==> src/rtl/lstm_mem_pkg.sv <==
// Shared types and sizing helpers for the LSTM memory read-side blocks.
package lstm_mem_pkg;

  typedef enum logic [1:0] {
    IDLE,
    FETCH,
    DRAIN,
    DONE
  } seq_state_e;

  localparam int BIAS_FIFO_DEPTH = 3;
  localparam int FIFO_CNT_W      = $clog2(BIAS_FIFO_DEPTH + 1);

  // Width of a counter that must hold every value 0..num_reads inclusive.
  function automatic int count_width(input int num_reads);
    return (num_reads < 1) ? 1 : $clog2(num_reads + 1);
  endfunction

endpackage

==> src/rtl/bias_read_sequencer_if.sv <==
// Memory-request and output-stream signals of the bias read sequencer.
interface bias_read_sequencer_if #(
  parameter int DATA_WIDTH = 16,
  parameter int ADDR_WIDTH = 7,
  parameter int READ_BURST = 1
);
  localparam int WORD_W = DATA_WIDTH * READ_BURST;

  logic                  mem_read_enable;
  logic [ADDR_WIDTH-1:0] mem_input_Pointer;
  logic [WORD_W-1:0]     mem_input_element;
  logic                  out_valid;
  logic                  out_ready;
  logic [WORD_W-1:0]     out_data;
  logic                  out_last;

  modport master (
    output mem_read_enable, mem_input_Pointer,
    input  mem_input_element,
    output out_valid, out_data, out_last,
    input  out_ready
  );

  modport slave (
    input  mem_read_enable, mem_input_Pointer,
    output mem_input_element,
    input  out_valid, out_data, out_last,
    output out_ready
  );
endinterface

==> src/rtl/bias_stream_fifo.sv <==
// Small synchronous FIFO holding returned bias words until the consumer takes them.
module bias_stream_fifo
  import lstm_mem_pkg::*;
#(
  parameter int WIDTH = 16
) (
  input  logic                  clk,
  input  logic                  rst,
  input  logic                  push,
  input  logic [WIDTH-1:0]      din,
  input  logic                  pop,
  output logic [FIFO_CNT_W-1:0] count,
  output logic [WIDTH-1:0]      head
);
  localparam int DEPTH = BIAS_FIFO_DEPTH;
  localparam int PTR_W = $clog2(DEPTH);

  typedef logic [PTR_W-1:0] ptr_t;

  logic [WIDTH-1:0]      mem_q [DEPTH];
  ptr_t                  wr_ptr_q, wr_ptr_d;
  ptr_t                  rd_ptr_q, rd_ptr_d;
  logic [FIFO_CNT_W-1:0] count_q, count_d;
  logic                  do_pop;

  function automatic ptr_t bump(input ptr_t p);
    return (p == ptr_t'(DEPTH - 1)) ? '0 : p + ptr_t'(1);
  endfunction

  // NOTE: every always_comb output gets a default first, so no path leaves it unassigned and no latch is inferred.
  always_comb begin
    do_pop   = pop && (count_q != '0);
    wr_ptr_d = wr_ptr_q;
    rd_ptr_d = rd_ptr_q;
    count_d  = count_q;
    if (push)   wr_ptr_d = bump(wr_ptr_q);
    if (do_pop) rd_ptr_d = bump(rd_ptr_q);
    if (push && !do_pop)      count_d = count_q + FIFO_CNT_W'(1);
    else if (!push && do_pop) count_d = count_q - FIFO_CNT_W'(1);
  end

  always_ff @(posedge clk) begin
    if (rst) begin
      wr_ptr_q <= '0;
      rd_ptr_q <= '0;
      count_q  <= '0;
    end else begin
      wr_ptr_q <= wr_ptr_d;
      rd_ptr_q <= rd_ptr_d;
      count_q  <= count_d;
    end
  end

  // NOTE: storage is deliberately left out of reset; an empty FIFO presents zero on head, so stale entries never leak out.
  always_ff @(posedge clk) begin
    if (push) mem_q[wr_ptr_q] <= din;
  end

  assign count = count_q;
  assign head  = (count_q != '0) ? mem_q[rd_ptr_q] : '0;

endmodule

==> src/rtl/bias_read_sequencer.sv <==
// Walks a bias memory range, buffers the 1-cycle-latency read data and streams it out with valid/ready.
module bias_read_sequencer
  import lstm_mem_pkg::*;
#(
  parameter int DATA_WIDTH   = 16,
  parameter int ADDR_WIDTH   = 7,
  parameter int READ_BURST   = 1,
  parameter int NUM_ELEMENTS = 100,
  parameter int BASE_ADDR    = 0
) (
  input  logic                  clk,
  input  logic                  rst,
  input  logic                  start,
  output logic                  busy,
  output logic                  done,
  bias_read_sequencer_if.master bus
);
  localparam int WORD_W    = DATA_WIDTH * READ_BURST;
  localparam int NUM_READS = NUM_ELEMENTS / READ_BURST;
  localparam int CNT_W     = count_width(NUM_READS);

  typedef logic [CNT_W-1:0]    cnt_t;
  typedef logic [FIFO_CNT_W:0] credit_t;

  localparam cnt_t                  NUM_READS_C = cnt_t'(NUM_READS);
  localparam cnt_t                  LAST_IDX    = cnt_t'(NUM_READS - 1);
  localparam credit_t               CREDITS     = credit_t'(BIAS_FIFO_DEPTH);
  localparam logic [ADDR_WIDTH-1:0] BASE_A      = ADDR_WIDTH'(BASE_ADDR);

  seq_state_e            state_q, state_d;
  cnt_t                  read_count_q, read_count_d;
  cnt_t                  out_count_q, out_count_d;
  logic                  inflight_q, inflight_d;
  logic                  rd_en;
  logic                  handshake;
  logic [FIFO_CNT_W-1:0] fifo_count;
  logic [WORD_W-1:0]     fifo_head;

  // Read data is captured exactly one cycle after its request, tracked by inflight_q.
  bias_stream_fifo #(
    .WIDTH (WORD_W)
  ) u_fifo (
    .clk   (clk),
    .rst   (rst),
    .push  (inflight_q),
    .din   (bus.mem_input_element),
    .pop   (handshake),
    .count (fifo_count),
    .head  (fifo_head)
  );

  assign bus.out_valid         = (fifo_count != '0);
  assign bus.out_data          = fifo_head;
  assign bus.out_last          = bus.out_valid && (out_count_q == LAST_IDX);
  assign handshake             = bus.out_valid && bus.out_ready;
  assign bus.mem_read_enable   = rd_en;
  assign bus.mem_input_Pointer = BASE_A + ADDR_WIDTH'(32'(read_count_q) * READ_BURST);

  always_comb begin
    state_d      = state_q;
    read_count_d = read_count_q;
    out_count_d  = out_count_q;
    rd_en        = 1'b0;
    busy         = 1'b0;
    done         = 1'b0;
    if (handshake) out_count_d = out_count_q + cnt_t'(1);

    case (state_q)
      IDLE: begin
        if (start) begin
          state_d      = FETCH;
          read_count_d = '0;
          out_count_d  = '0;
        end
      end
      FETCH: begin
        busy  = 1'b1;
        // Credit counts buffered words plus the one still in the memory pipe; registered terms only.
        rd_en = (read_count_q < NUM_READS_C) &&
                ((credit_t'(fifo_count) + credit_t'(inflight_q)) < CREDITS);
        if (rd_en) read_count_d = read_count_q + cnt_t'(1);
        if (read_count_d == NUM_READS_C) state_d = DRAIN;
      end
      DRAIN: begin
        busy = 1'b1;
        if (handshake && bus.out_last) state_d = DONE;
      end
      DONE: begin
        done    = 1'b1;
        state_d = IDLE;
      end
      default: state_d = IDLE;
    endcase

    inflight_d = rd_en;
  end

  // NOTE: sequential state uses non-blocking assignments so every flop samples pre-edge values.
  always_ff @(posedge clk) begin
    if (rst) begin
      state_q      <= IDLE;
      read_count_q <= '0;
      out_count_q  <= '0;
      inflight_q   <= 1'b0;
    end else begin
      state_q      <= state_d;
      read_count_q <= read_count_d;
      out_count_q  <= out_count_d;
      inflight_q   <= inflight_d;
    end
  end

endmodule

==> src/flat_wrapper.sv <==
// flat-port wrapper written by rule: the top's interface ports become plain ports
module bias_read_sequencer_flat import lstm_mem_pkg::*;
#(
  parameter int DATA_WIDTH   = 16,
  parameter int ADDR_WIDTH   = 7,
  parameter int READ_BURST   = 1,
  parameter int NUM_ELEMENTS = 100,
  parameter int BASE_ADDR    = 0
)
  (clk, rst, start, busy, done, bus_mem_read_enable, bus_mem_input_Pointer, bus_mem_input_element, bus_out_valid, bus_out_data, bus_out_last, bus_out_ready);
  bias_read_sequencer_if #(.DATA_WIDTH(DATA_WIDTH), .ADDR_WIDTH(ADDR_WIDTH), .READ_BURST(READ_BURST)) bus_i ();
  input  logic clk;
  input  logic rst;
  input  logic start;
  output logic busy;
  output logic done;
  output wire logic [$bits(bus_i.mem_read_enable)-1:0] bus_mem_read_enable;
  output wire logic [$bits(bus_i.mem_input_Pointer)-1:0] bus_mem_input_Pointer;
  input wire logic [$bits(bus_i.mem_input_element)-1:0] bus_mem_input_element;
  output wire logic [$bits(bus_i.out_valid)-1:0] bus_out_valid;
  output wire logic [$bits(bus_i.out_data)-1:0] bus_out_data;
  output wire logic [$bits(bus_i.out_last)-1:0] bus_out_last;
  input wire logic [$bits(bus_i.out_ready)-1:0] bus_out_ready;
  assign bus_mem_read_enable = bus_i.mem_read_enable;
  assign bus_mem_input_Pointer = bus_i.mem_input_Pointer;
  assign bus_i.mem_input_element = bus_mem_input_element;
  assign bus_out_valid = bus_i.out_valid;
  assign bus_out_data = bus_i.out_data;
  assign bus_out_last = bus_i.out_last;
  assign bus_i.out_ready = bus_out_ready;
  bias_read_sequencer #(.DATA_WIDTH(DATA_WIDTH), .ADDR_WIDTH(ADDR_WIDTH), .READ_BURST(READ_BURST), .NUM_ELEMENTS(NUM_ELEMENTS), .BASE_ADDR(BASE_ADDR)) u_core (.clk(clk), .rst(rst), .start(start), .busy(busy), .done(done), .bus(bus_i));
endmodule
==> config.mk <==
export PLATFORM = sky130hd
export DESIGN_NAME = bias_read_sequencer_flat
export DESIGN_NICKNAME = d
export VERILOG_FILES = /design/src/rtl/lstm_mem_pkg.sv /design/src/rtl/bias_read_sequencer_if.sv /design/src/rtl/bias_stream_fifo.sv /design/src/rtl/bias_read_sequencer.sv /design/src/flat_wrapper.sv
export SDC_FILE = /design/constraint.sdc
export NUM_CORES = 1
export LEC_CHECK = 0
export ABC_AREA = 1
export BUFFER_PORTS_ARGS = -buffer_cell sky130_fd_sc_hd__buf_4
export CAP_MARGIN = 20
export CELL_PAD_IN_SITES_DETAIL_PLACEMENT = 1
export CELL_PAD_IN_SITES_GLOBAL_PLACEMENT = 1
export CORE_ASPECT_RATIO = 0.8
export CORE_MARGIN = 4
export CORE_UTILIZATION = 49
export CTS_BUF_LIST = sky130_fd_sc_hd__clkbuf_4 sky130_fd_sc_hd__clkbuf_8
export CTS_CLUSTER_SIZE = 12
export DETAILED_ROUTE_END_ITERATION = 12
export PLACE_DENSITY = 0.9
export SETUP_SLACK_MARGIN = 0.3
export SYNTH_ARGS = -nofsm -noshare
export SYNTH_HDL_FRONTEND = slang
export SYNTH_SLANG_ARGS = --single-unit
==> constraint.sdc <==
create_clock -name clk -period 3.24 [get_ports clk]
set_input_delay 0.162 -clock clk [delete_from_list [all_inputs] [get_ports clk]]
set_output_delay 0.162 -clock clk [all_outputs]
set_load 0.005 [all_outputs]
==> impl_metrics.sql <==
INSERT INTO impl_metrics (metric_group, metric, value, unit) VALUES
('worst_setup_path', 'critical_path_required', '3.08', 'ns'),
('yosys', 'synth_cells', '328', ''),
('timing', 'timing_worst_slew_pin_value', '0.999', 'ns'),
('floorplan', 'pin_count', '48', ''),
('clocking', 'skew_pair_late_insertion_delay', '0.37', 'ns'),
('grt', 'pin_count_of_the_biggest_net_entering_global_routing', '33', ''),
('clocking', 'numCtsBuffers', '9', ''),
('detailed_routing', 'wl_per_cell', '19.4', 'µm'),
('worst_setup_path', 'worst_setup_path_start_kind', 'flip-flop', ''),
('timing', 'setup_total_negative_slack', '0', 'ns'),
('floorplan', 'floorplan.rows', '26', ''),
('yosys', 'postSynthRegisterBits', '73', ''),
('outcome', 'outcome', 'finished, final reports clean', ''),
('timing', 'postLayoutSetupSlackWorst', '0.951', 'ns'),
('grt', 'first_pass_grt_wire_length', '14.5', 'mm'),
('power_and_ir_drop', 'switching_power', '1.04', 'mW'),
('detailed_routing', 'drt-total-wl', '9.35', 'mm'),
('worst_setup_path', 'worst_ep_arrival_time', '2.13', 'ns'),
('worst_setup_path', 'timing.critical_path.slowest_cell_delay', '0.87', 'ns'),
('yosys', 'seq_total_area_yosys', '58.0', '%'),
('yosys', 'synth.largest_area_cell', 'sky130_fd_sc_hd__edfxtp_1', ''),
('yosys', 'synth_fp_nets', '357', ''),
('timing', 'finalHoldViolations', '0', ''),
('power_and_ir_drop', 'power.combinational.fraction', '31.7', '%'),
('grt', 'antenna_found_initial', '0', ''),
('yosys', 'post_synth_main_area_contributors', 'sky130_fd_sc_hd__edfxtp_1 (43%), sky130_fd_sc_hd__dfxtp_1 (15%), sky130_fd_sc_hd__inv_1 (6.7%), sky130_fd_sc_hd__mux2_2 (5.4%), sky130_fd_sc_hd__a21oi_1 (4.8%)', ''),
('floorplan', 'initial_utilization', '51.5', '%'),
('detailed_routing', 'overall_via_count_from_detail_route', '2591', ''),
('detailed_routing', 'post-route-drc-count', '0', ''),
('detailed_routing', 'final_antenna_net_count', '0', ''),
('clocking', 'cts_tree', 'yes', ''),
('timing', 'grt_setup_unrepaired', 'no', ''),
('grt', 'congestion_overflow_gr', '0', ''),
('timing', 'period_needed', '2.29', 'ns'),
('clocking', 'clock_sinks', '73', ''),
('worst_setup_path', 'criticalPathCategory', 'flip-flop to primary output', ''),
('clocking', 'cts.htree.levels', '3', ''),
('power_and_ir_drop', 'intPower', '1.87', 'mW'),
('placement', 'placer_congestion', '0.794', ''),
('placement', 'buffer_ports.inserted', '47', ''),
('timing', 'hold-worst-slack', '0.0101', 'ns'),
('timing', 'timing.max_slew.rel_slack', '33.3', '%'),
('layout', 'syn_to_final_growth', '23.2', '%'),
('clocking', 'total_of_cells_resized_after_clock_tree_synthesis', '0', ''),
('worst_setup_path', 'timing.critical_path.cells', 'mux2_2, o21ai_0, inv_1, buf_4', ''),
('layout', 'final_util', '63.4', '%'),
('power_and_ir_drop', 'power_switching_share', '35.8', '%'),
('grt', 'grt.total_usage', '23.9', '%'),
('placement', 'dp_hpwl', '5.73', 'mm'),
('worst_setup_path', 'cp_slowest_cell', 'sky130_fd_sc_hd__dfxtp_1', ''),
('clocking', 'root_buffer', 'sky130_fd_sc_hd__clkbuf_8', ''),
('layout', 'drive_above_1_share', '26.9', '%'),
('power_and_ir_drop', 'seqPwrFrac', '42.7', '%'),
('yosys', 'yosys_warnings', '0', ''),
('yosys', 'avgSynthCellArea', '10.2', 'µm²'),
('yosys', 'synth.cell_area', '3350', 'µm²'),
('floorplan', 'dieHeight', '82.0', 'µm'),
('timing', 'final_max_slew_violation_count', '0', ''),
('clocking', 'cts.clk_slew.worst_paths', '0.10', 'ns'),
('timing', 'timing.fmax', '0.437', 'GHz'),
('floorplan', 'area_enclosed_by_the_die_boundary', '8230', 'µm²'),
('power_and_ir_drop', 'total_leakage_power', '1.81', 'nW'),
('yosys', 'yosys.area.top_type_share', '43.0', '%'),
('timing', 'finalSetupViolations', '0', ''),
('power_and_ir_drop', 'max-vdd-ir-drop', '0.333', 'mV'),
('layout', 'antennaDiodeCount', '0', ''),
('detailed_routing', 'detailedRoute.firstIterationViolations', '127', ''),
('power_and_ir_drop', 'clock_power_share', '25.6', '%'),
('run', 'max_cap_violations', '0', ''),
('yosys', 'yosysUniqueCellTypes', '34', ''),
('power_and_ir_drop', 'pwr_density_cell', '705', 'nW/µm²');
## final cells by class
type,instances,area (µm²),share of cell area [%]
sequential,73,1940,47.0
multi-input combinational,183,1140,27.7
timing repair buffer,61,488,11.8
inverter,65,246,5.97
clock buffer,9,124,3.00
tap,84,105,2.55
clock inverter,7,77.6,1.88
## cells by family (layout without fill, tap and decap cells)
| logic type | after synthesis | count (layout) | synth area share [%] |
|---|---|---|---|
| AOI/OAI and AO/OA | 60 | 60 | 9.82 |
| xor gates and xnor gates | 5 | 5 | 1.31 |
| adders and majority gates | 9 | 9 | 3.36 |
| buffers and inverters | 72 | 142 | 8.18 |
| DFF | 73 | 73 | 58.0 |
| muxes | 16 | 16 | 5.38 |
| and+or+nand+nor | 93 | 93 | 14.0 |
## synthesized netlist by cell type
library cell,count
sky130_fd_sc_hd__edfxtp_1,48
sky130_fd_sc_hd__mux2_2,16
sky130_fd_sc_hd__nand3b_1,1
sky130_fd_sc_hd__nand2_2,8
sky130_fd_sc_hd__o21a_1,1
sky130_fd_sc_hd__nand2_4,1
sky130_fd_sc_hd__nor3b_1,2
sky130_fd_sc_hd__nor2_1,15
sky130_fd_sc_hd__nor4_2,1
sky130_fd_sc_hd__nor2_4,1
sky130_fd_sc_hd__nor3_1,5
sky130_fd_sc_hd__o21ai_2,1
sky130_fd_sc_hd__inv_2,3
sky130_fd_sc_hd__inv_4,1
sky130_fd_sc_hd__a21oi_4,1
sky130_fd_sc_hd__o211a_1,1
sky130_fd_sc_hd__nand4_1,4
sky130_fd_sc_hd__clkinv_1,1
sky130_fd_sc_hd__xor2_1,5
sky130_fd_sc_hd__a211oi_1,1
sky130_fd_sc_hd__buf_2,1
sky130_fd_sc_hd__nand2_8,1
sky130_fd_sc_hd__clkbuf_1,6
sky130_fd_sc_hd__nand2_1,39
sky130_fd_sc_hd__nor3_2,1
sky130_fd_sc_hd__a21oi_1,32
sky130_fd_sc_hd__ha_1,9
sky130_fd_sc_hd__inv_1,60
sky130_fd_sc_hd__a21oi_2,1
sky130_fd_sc_hd__nand3_1,10
sky130_fd_sc_hd__nor2_2,3
sky130_fd_sc_hd__o21ai_0,22
sky130_fd_sc_hd__dfxtp_1,25
sky130_fd_sc_hd__nand3_2,1
## critical path, delay by kind of cell (launching register included)
| family | cells | cell delay, ns |
|---|---|---|
| buffers and inverters | 2 | 0.24 |
| AOI/OAI and AO/OA | 1 | 0.22 |
| DFF | 1 | 0.87 |
| muxes | 1 | 0.41 |
## layout by cell type, fill, tap and decap left out, drive strengths merged, types with 2 or more instances in the layout
| master | count |
|---|---|
| nand3 | 11 |
| clkbuf | 9 |
| ha | 9 |
| dfxtp | 25 |
| nand2 | 49 |
| nor2 | 19 |
| a21oi | 34 |
| o21ai | 23 |
| dlygate4sd3 | 12 |
| nand4 | 4 |
| clkinv | 4 |
| nor3 | 6 |
| xor2 | 5 |
| edfxtp | 48 |
| mux2 | 16 |
| buf | 49 |
| inv | 66 |
| nor3b | 2 |
## metal layers
layer,routed length (µm),GRT usage (%)
met4,289,10.5
met1,3620,26.8
met2,5020,43.7
met5,0,0
met3,424,5.86
## flip-flops by register name, summed over array words and instances, names as in the netlist, named ones only
name                    flops
u_core.read_count_q         7
u_core.u_fifo.count         2
u_core.inflight_q           1
u_core.u_fifo.mem_q        48
u_core.u_fifo.rd_ptr_q      2
u_core.u_fifo.wr_ptr_q      2
u_core.out_count_q          7
u_core.state_q              2
## path summary, 6_finish.rpt
check                           slack [ns]                          to                       from  cells after the start
worst max register to register        1.03      u_core.u_fifo.count[1]     u_core.u_fifo.count[1]                      8
worst min register to register        0.53      u_core.read_count_q[6]     u_core.read_count_q[6]                      2
worst min-delay path                  0.01  u_core.u_fifo.mem_q[2][10]  bus_mem_input_element[10]                      1
worst max-delay path                  0.95             bus_out_data[2]                  flip-flop                      4
## metrics by stage
step / power, mW / cells / instance area (µm²)
after floorplan: 1.75 / 328 / 3350
after global placement: 2.06 / 454 / 3810
after detailed placement: 2.13 / 454 / 3810
after CTS: 2.90 / 481 / 4120
after global routing: 3.05 / 482 / 4130
final: 2.91 / 482 / 4130
## power by group through the flow
stage / Sequential [mW] / Combinational (mW) / Clock [mW]
2_1_floorplan: 1.17 / 0.578 / 0
3_5_place_dp: 1.25 / 0.873 / 0
3_3_place_gp: 1.25 / 0.812 / 0
5_1_grt: 1.26 / 1.01 / 0.787
6_report: 1.24 / 0.923 / 0.745
4_1_cts: 1.24 / 0.918 / 0.740
## timing repair
item / CTS / global route
hold buffers: 11 / 1
setup buffers: 0 / 0
setup endpoints to repair: 0 / 0
endpoints found under the hold margin: 29 / 3
(Power assumes the default switching activity.)
